--- src/rtl/avst_header_inserter_pkg.sv ---
// Shared types and helpers for the Avalon-ST header insert/strip stage.
package avst_hdr_pkg;

    // Encoding of the insert/strip controller.
    typedef enum logic [1:0] {
        IDLE_ST  = 2'd0,
        HDR_ST   = 2'd1,
        STRIP_ST = 2'd2,
        DATA_ST  = 2'd3
    } hdr_st_t;

    // Operating mode, captured at start of packet.
    typedef enum logic {
        HDR_INSERT = 1'b0,
        HDR_STRIP  = 1'b1
    } hdr_mode_t;

    // Bit offset of header beat idx inside the packed header vector.
    // Beat 0 occupies the most significant slice.
    function automatic int beat_lsb(input int idx, input int n_beats, input int width);
        return (n_beats - 1 - idx) * width;
    endfunction

endpackage

--- src/rtl/avst_header_inserter_if.sv ---
// Avalon-ST streaming bundle with source (master) and sink (slave) views.
interface avalon_st_if #(
    parameter int DATA_WIDTH  = 128,
    parameter int EMPTY_WIDTH = $clog2(DATA_WIDTH / 8)
);
    logic                   valid;
    logic                   ready;
    logic                   sop;
    logic                   eop;
    logic [DATA_WIDTH-1:0]  data;
    logic [EMPTY_WIDTH-1:0] empty;

    modport master (output valid, data, sop, eop, empty, input ready);
    modport slave  (input valid, data, sop, eop, empty, output ready);
endinterface

--- src/rtl/avst_header_inserter_hdr_beat_sel.sv ---
// Selects one DATA_WIDTH beat out of the latched header vector, beat 0 first.
module hdr_beat_sel
    import avst_hdr_pkg::*;
#(
    parameter int DATA_WIDTH    = 128,
    parameter int MAX_HDR_BEATS = 4,
    parameter int CW            = $clog2(MAX_HDR_BEATS + 1)
) (
    input  logic [MAX_HDR_BEATS*DATA_WIDTH-1:0] hdr_vec,
    input  logic [CW-1:0]                       idx,
    output logic [DATA_WIDTH-1:0]               beat
);

    // One-hot style mux over the fixed slices; out-of-range index yields zero.
    always_comb begin
        beat = '0;
        for (int i = 0; i < MAX_HDR_BEATS; i++) begin
            if (idx == CW'(i)) begin
                beat = hdr_vec[beat_lsb(i, MAX_HDR_BEATS, DATA_WIDTH) +: DATA_WIDTH];
            end
        end
    end

endmodule

--- src/rtl/avst_header_inserter.sv ---
// Avalon-ST header insert/strip stage with runtime header length.
// The sop beat is only observed in IDLE; it is consumed later by HDR/STRIP/DATA.
module avst_header_inserter
    import avst_hdr_pkg::*;
#(
    parameter int DATA_WIDTH    = 128,
    parameter int MAX_HDR_BEATS = 4,
    parameter int EMPTY_WIDTH   = $clog2(DATA_WIDTH / 8)
) (
    input  logic                                  clk,
    input  logic                                  rst_n,
    avalon_st_if.slave                            data_in,
    avalon_st_if.master                           data_out,
    input  logic [MAX_HDR_BEATS*DATA_WIDTH-1:0]   hdr_data,
    input  logic [$clog2(MAX_HDR_BEATS+1)-1:0]    hdr_beats,
    input  logic                                  mode,
    output logic                                  err_sop,
    output logic                                  err_runt
);

    localparam int CW = $clog2(MAX_HDR_BEATS + 1);
    localparam logic [CW-1:0] MAX_B = CW'(MAX_HDR_BEATS);
    localparam logic [CW-1:0] ONE   = CW'(1);
    localparam logic [EMPTY_WIDTH-1:0] NO_EMPTY = '0;

    localparam logic [1:0] S_IDLE  = IDLE_ST;
    localparam logic [1:0] S_HDR   = HDR_ST;
    localparam logic [1:0] S_STRIP = STRIP_ST;
    localparam logic [1:0] S_DATA  = DATA_ST;

    logic [1:0]                           state;
    logic [CW-1:0]                        cnt;
    logic [CW-1:0]                        beats_q;
    hdr_mode_t                            mode_q;
    logic [MAX_HDR_BEATS*DATA_WIDTH-1:0]  hdr_q;
    logic                                 first_q;
    logic [CW-1:0]                        beats_clamped;
    logic [DATA_WIDTH-1:0]                hdr_beat;

    assign beats_clamped = (hdr_beats > MAX_B) ? MAX_B : hdr_beats;

    hdr_beat_sel #(
        .DATA_WIDTH    (DATA_WIDTH),
        .MAX_HDR_BEATS (MAX_HDR_BEATS),
        .CW            (CW)
    ) u_beat_sel (
        .hdr_vec (hdr_q),
        .idx     (cnt),
        .beat    (hdr_beat)
    );

    // Controller state, header counter, per-packet config latch and error pulses.
    always_ff @(posedge clk) begin
        if (!rst_n) begin
            state    <= S_IDLE;
            cnt      <= '0;
            beats_q  <= '0;
            mode_q   <= HDR_INSERT;
            hdr_q    <= '0;
            first_q  <= 1'b0;
            err_sop  <= 1'b0;
            err_runt <= 1'b0;
        end else begin
            err_sop  <= 1'b0;
            err_runt <= 1'b0;
            case (state)
                S_IDLE: begin
                    if (data_in.valid) begin
                        if (!data_in.sop) begin
                            err_sop <= 1'b1;
                        end else begin
                            hdr_q   <= hdr_data;
                            beats_q <= beats_clamped;
                            mode_q  <= hdr_mode_t'(mode);
                            cnt     <= '0;
                            first_q <= 1'b1;
                            if (beats_clamped == '0) begin
                                state <= S_DATA;
                            end else if (mode) begin
                                state <= S_STRIP;
                            end else begin
                                state <= S_HDR;
                            end
                        end
                    end
                end
                S_HDR: begin
                    if (data_out.ready) begin
                        if (cnt == beats_q - ONE) begin
                            state <= S_DATA;
                            cnt   <= '0;
                        end else begin
                            cnt <= cnt + ONE;
                        end
                    end
                end
                S_STRIP: begin
                    if (data_in.valid) begin
                        if (data_in.eop) begin
                            err_runt <= 1'b1;
                            state    <= S_IDLE;
                            cnt      <= '0;
                        end else if (cnt == beats_q - ONE) begin
                            state <= S_DATA;
                            cnt   <= '0;
                        end else begin
                            cnt <= cnt + ONE;
                        end
                    end
                end
                S_DATA: begin
                    if (data_in.valid && data_out.ready) begin
                        first_q <= 1'b0;
                        if (data_in.eop) begin
                            state <= S_IDLE;
                            cnt   <= '0;
                        end
                    end
                end
                default: begin
                    state <= S_IDLE;
                    cnt   <= '0;
                end
            endcase
        end
    end

    // Output stream and input ready, purely from state so data phase has no latency.
    always_comb begin
        data_out.valid = 1'b0;
        data_out.data  = '0;
        data_out.sop   = 1'b0;
        data_out.eop   = 1'b0;
        data_out.empty = NO_EMPTY;
        data_in.ready  = 1'b0;
        case (state)
            S_IDLE: begin
                data_in.ready = data_in.valid & ~data_in.sop;
            end
            S_HDR: begin
                data_out.valid = 1'b1;
                data_out.data  = hdr_beat;
                data_out.sop   = (cnt == '0);
            end
            S_STRIP: begin
                data_in.ready = 1'b1;
            end
            S_DATA: begin
                data_out.valid = data_in.valid;
                data_in.ready  = data_out.ready;
                data_out.data  = data_in.data;
                data_out.eop   = data_in.eop;
                data_out.empty = data_in.eop ? data_in.empty : NO_EMPTY;
                data_out.sop   = first_q & ((mode_q == HDR_STRIP) | (beats_q == '0));
            end
            default: begin
                data_in.ready = 1'b0;
            end
        endcase
    end

endmodule
--- src/flat_wrapper.sv ---
// flat-port wrapper written by rule: the top's interface ports become plain ports
module avst_header_inserter_flat import avst_hdr_pkg::*;
#(
    parameter int DATA_WIDTH    = 128,
    parameter int MAX_HDR_BEATS = 4,
    parameter int EMPTY_WIDTH   = $clog2(DATA_WIDTH / 8)
)
  (clk, rst_n, hdr_data, hdr_beats, mode, err_sop, err_runt, data_in_valid, data_in_data, data_in_sop, data_in_eop, data_in_empty, data_in_ready, data_out_valid, data_out_data, data_out_sop, data_out_eop, data_out_empty, data_out_ready);
  avalon_st_if #(.DATA_WIDTH(DATA_WIDTH), .EMPTY_WIDTH(EMPTY_WIDTH)) data_in_i ();
  avalon_st_if #(.DATA_WIDTH(DATA_WIDTH), .EMPTY_WIDTH(EMPTY_WIDTH)) data_out_i ();
  input  logic clk;
  input  logic rst_n;
  input  logic [MAX_HDR_BEATS*DATA_WIDTH-1:0] hdr_data;
  input  logic [$clog2(MAX_HDR_BEATS+1)-1:0] hdr_beats;
  input  logic mode;
  output logic err_sop;
  output logic err_runt;
  input wire logic [$bits(data_in_i.valid)-1:0] data_in_valid;
  input wire logic [$bits(data_in_i.data)-1:0] data_in_data;
  input wire logic [$bits(data_in_i.sop)-1:0] data_in_sop;
  input wire logic [$bits(data_in_i.eop)-1:0] data_in_eop;
  input wire logic [$bits(data_in_i.empty)-1:0] data_in_empty;
  output wire logic [$bits(data_in_i.ready)-1:0] data_in_ready;
  output wire logic [$bits(data_out_i.valid)-1:0] data_out_valid;
  output wire logic [$bits(data_out_i.data)-1:0] data_out_data;
  output wire logic [$bits(data_out_i.sop)-1:0] data_out_sop;
  output wire logic [$bits(data_out_i.eop)-1:0] data_out_eop;
  output wire logic [$bits(data_out_i.empty)-1:0] data_out_empty;
  input wire logic [$bits(data_out_i.ready)-1:0] data_out_ready;
  assign data_in_i.valid = data_in_valid;
  assign data_in_i.data = data_in_data;
  assign data_in_i.sop = data_in_sop;
  assign data_in_i.eop = data_in_eop;
  assign data_in_i.empty = data_in_empty;
  assign data_in_ready = data_in_i.ready;
  assign data_out_valid = data_out_i.valid;
  assign data_out_data = data_out_i.data;
  assign data_out_sop = data_out_i.sop;
  assign data_out_eop = data_out_i.eop;
  assign data_out_empty = data_out_i.empty;
  assign data_out_i.ready = data_out_ready;
  avst_header_inserter #(.DATA_WIDTH(DATA_WIDTH), .MAX_HDR_BEATS(MAX_HDR_BEATS), .EMPTY_WIDTH(EMPTY_WIDTH)) u_core (.clk(clk), .rst_n(rst_n), .data_in(data_in_i), .data_out(data_out_i), .hdr_data(hdr_data), .hdr_beats(hdr_beats), .mode(mode), .err_sop(err_sop), .err_runt(err_runt));
endmodule
--- config.mk ---
export PLATFORM = sky130hd
export DESIGN_NAME = avst_header_inserter_flat
export DESIGN_NICKNAME = d
export VERILOG_FILES = /design/src/rtl/avst_header_inserter_pkg.sv /design/src/rtl/avst_header_inserter_if.sv /design/src/rtl/avst_header_inserter_hdr_beat_sel.sv /design/src/rtl/avst_header_inserter.sv /design/src/flat_wrapper.sv
export SDC_FILE = /design/constraint.sdc
export NUM_CORES = 1
export LEC_CHECK = 0
export BUFFER_PORTS_ARGS = -buffer_cell sky130_fd_sc_hd__buf_2
export CORE_AREA = 2 2 309 311
export CTS_CLUSTER_SIZE = 12
export DETAILED_ROUTE_END_ITERATION = 10
export DIE_AREA = 0 0 311 313
export HOLD_SLACK_MARGIN = 0.1
export SYNTH_ARGS = -nofsm -noshare
export SYNTH_HDL_FRONTEND = slang
export SYNTH_HIERARCHICAL = 1
export SYNTH_SLANG_ARGS = --single-unit
--- constraint.sdc ---
create_clock -name clk -period 2.6 [get_ports clk]
set_clock_uncertainty 0.2 [all_clocks]
set_input_delay 0.26 -clock clk [delete_from_list [all_inputs] [get_ports clk]]
set_output_delay 0.26 -clock clk [all_outputs]
set_load 0.01 [all_outputs]
==> impl_metrics.tcl <==
set metrics [dict create \
    die_w_um 311 \
    initial_core_util_pct 24.9 \
    worstPathArrival_ps 2330 \
    crit_type "reg2out" \
    num-fill-cells 9164 \
    hpwl_um 67700 \
    synth_top_family_by_area "compound AO/OA/AOI/OAI gates" \
    fin_crit_ps 2790 \
    nNetsFinal 4922 \
    ant_nets 0 \
    synthTopCellsByCount "nand2_1, dfxtp_1, a21oi_1" \
    min_path_cells 4 \
    synth.most_common_cell "nand2_1" \
    via_count 26700 \
    viasPerCell 4.79 \
    routed_wl_um 103000 \
    synth-edff-count 0 \
    rrSetupSlack_ps 100 \
    grt_max_degree 90 \
    finalSetupTns_ps -10790 \
    syn-num-nets 3593 \
    cts_buffers 58 \
    reg2reg_depth 7 \
    irDropWorstVdd_v 0.000489 \
    slew_viol_final 0 \
    drtIter0Drc 2285 \
    worstMarginPinSlew_ps 466 \
    synth-main-ff-cell "dfxtp_1" \
    htreeDepth 2 \
    end_kind "output pin" \
    setup_viol 126 \
    power_density_nw_per_um2 637 \
    grt_pass1_vias 26800 \
    grt_overflow 0 \
    portBuffers 791 \
    synth_compound_gate_area_share_pct 20.0 \
    outcome "complete, but fails checks" \
    path_clk_slew_ps 60 \
    hold_viol 0 \
    cts_tree "done" \
    fp.coreArea_um2 94200 \
    synth_cell_types 45 \
    drtPass1Iterations 7 \
    min_path_type "in2reg" \
    synthSimpleGateAreaFrac_pct 17.4 \
    timing.rr.end "u_core/state[0]$_SDFFE_PN0P_" \
    synthArstFlopShare_pct 0 \
    grt.total_usage_pct 19.5 \
    rows 113 \
    clock_sinks 524 \
    grt_pass1_wl_um 151000 \
    syn_area_per_cell_um2 8.01 \
    die-area_um2 97300 \
    violations "setup timing" \
    setup_ws_ps -189 \
    synth_top_area_share_pct 44.7 \
    antenna_found_initial 7 \
    synth_xor_area_share_pct 0.171 \
    rsz0062_at_grt "true" \
    synth-seq-area-share_pct 44.7 \
    gp_congestion 0.903 \
    insertion_delay_ps 610 \
    fin_crit_sh_pct 107 \
    root_buffer "clkbuf_16" \
    r2r-start "u_core/state[1]$_SDFFE_PN0P_" \
    synthMuxAreaShare_pct 10.9 \
    ioPinCount 792 \
    total_power_w 0.0247 \
    post_drt_wl_per_cell_um 18.6 \
    synth_seq_cells 524 \
    maxCapViolations 0 \
    yosys.area_share.adder_pct 0.533 \
    drive_gt1_share_pct 29.0 \
    crit_fanout 6 \
    synth.area.top_cells "dfxtp_1, nand2_1, a21oi_1" \
    synthCells 2929 \
    leakage_nw 15.0 \
    syn_to_final_growth_pct 65.1 \
    fp.dieH_um 313 \
    ys_warn_count 6 \
    clockBufferDepth 3 \
    synth_top_area_cell "dfxtp_1" \
    post_synth_instance_area_um2 23500 \
    required_ps 2140 \
    timing.fmax_ghz 0.359 \
    slew_headroom_pct 68.9 \
    min_from "hdr_data[363]" \
    route.detailed.drc 0 \
    hold_end "u_core/hdr_q[363]$_SDFFE_PN0P_" \
    worstSetupStartpointType "flip-flop" \
]
[stage by stage]
| step | util [%] | area [µm²] | hold slack, ps | std cells | setup slack (ps) |
|---|---|---|---|---|---|
| 6_report | 41.1 | 38700 | 234 | 5572 | -189 |
| 5_1_grt | 41.1 | 38700 | 209 | 5572 | -262 |
| 4_1_cts | 40.3 | 37900 | 172 | 5557 | -200 |
| 3_5_place_dp | 31.0 | 29200 | 244 | 4875 | 166 |
| 3_3_place_gp | 31.0 | 29200 | 240 | 4875 | 127 |
| 2_1_floorplan | - | 23500 | 178 | 2929 | 455 |
[power by group]
group	total, W	internal (W)	switching [W]	leakage [nW]
clock network	0.00815	0.00470	0.00344	0.939
logic	0.00711	0.00317	0.00394	9.80
registers	0.00944	0.00886	0.000578	4.27
[worst max-delay path, cell delays in order, from the launching register on]
cell and delay [ps]:
dfxtp_4 410, buf_8 140, clkbuf_16 200, clkbuf_16 170, mux2i_2 260, o22ai_2 160
a22o_1 230, buf_2 140
[metal layers]
metal / global-route usage, % / wire length (µm) / vias up
met5: 0 / 54 / -
met4: 9.62 / 4940 / 10
met3: 3.42 / 6830 / 297
met2: 32.8 / 48600 / 1205
met1: 24.1 / 43000 / 12500
li1: - / - / 12700
[placed cells by master (no fill, tap or decap), drive strengths merged, types with 4 or more instances in the layout]
master,instances
ha,10
inv,13
dlygate4sd3,538
dfxtp,524
nand3,5
mux2i,256
nand2,1036
a22o,128
o22ai,129
and3,5
o21ai,4
nor2,4
a21oi,522
clkinv,17
buf,982
clkbuf,95
[sequential cells by signal (all words and copies together), names as in the netlist]
register / flops
u_core/err_runt: 1
u_core/state: 2
u_core/hdr_q: 512
u_core/mode_q: 1
u_core/err_sop: 1
u_core/cnt: 3
u_core/beats_q: 3
u_core/first_q: 1
[cell families after synthesis]
family,Yosys count
AO/OA/AOI/OAI,797
flip-flops,524
AND/OR/NAND/NOR,1067
XOR/XNOR,3
buffers and inverters,272
adder cells (fa/ha/maj),10
multiplexers,256
[cell type report]
cell class / instances / area (µm²) / share of cell area, %
diodes: 2 / 5.00 / 0.0129
clock buffers: 86 / 1740 / 4.49
clock inverters: 21 / 143 / 0.368
inverters: 12 / 52.6 / 0.136
multi-input cells: 2133 / 12700 / 32.7
flip-flops and latches: 524 / 10500 / 27.1
well taps: 1265 / 1580 / 4.09
repair buffers: 1529 / 12000 / 31.1
[how the worst max path moves through the flow]
stage	startpoint	endpoint	slack, ps	cells past startpoint
after global placement	u_core/cnt[1]$_SDFFE_PN0P_	data_out_data[104]	130	5
after floorplan	u_core/state[1]$_SDFFE_PN0P_	data_out_sop	460	7
after global routing	u_core/cnt[1]$_SDFFE_PN0P_	data_out_data[73]	-260	7
after detailed placement	u_core/cnt[1]$_SDFFE_PN0P_	data_out_data[104]	170	5
after CTS	u_core/cnt[1]$_SDFFE_PN0P_	data_out_data[103]	-200	7
final	u_core/cnt[1]$_SDFFE_PN0P_	data_out_data[73]	-190	7
[timing repair]
action | CTS | global route
buffers inserted | 28 | 8
pin swaps | 31 | 31
endpoints found under the setup margin | 127 | 131
endpoints found under the hold margin | 524 | 0
resized for setup | 171 | 115
hold buffers | 538 | 0
gates cloned | 9 | 9
Note: power is estimated with default switching activity, not from simulation.
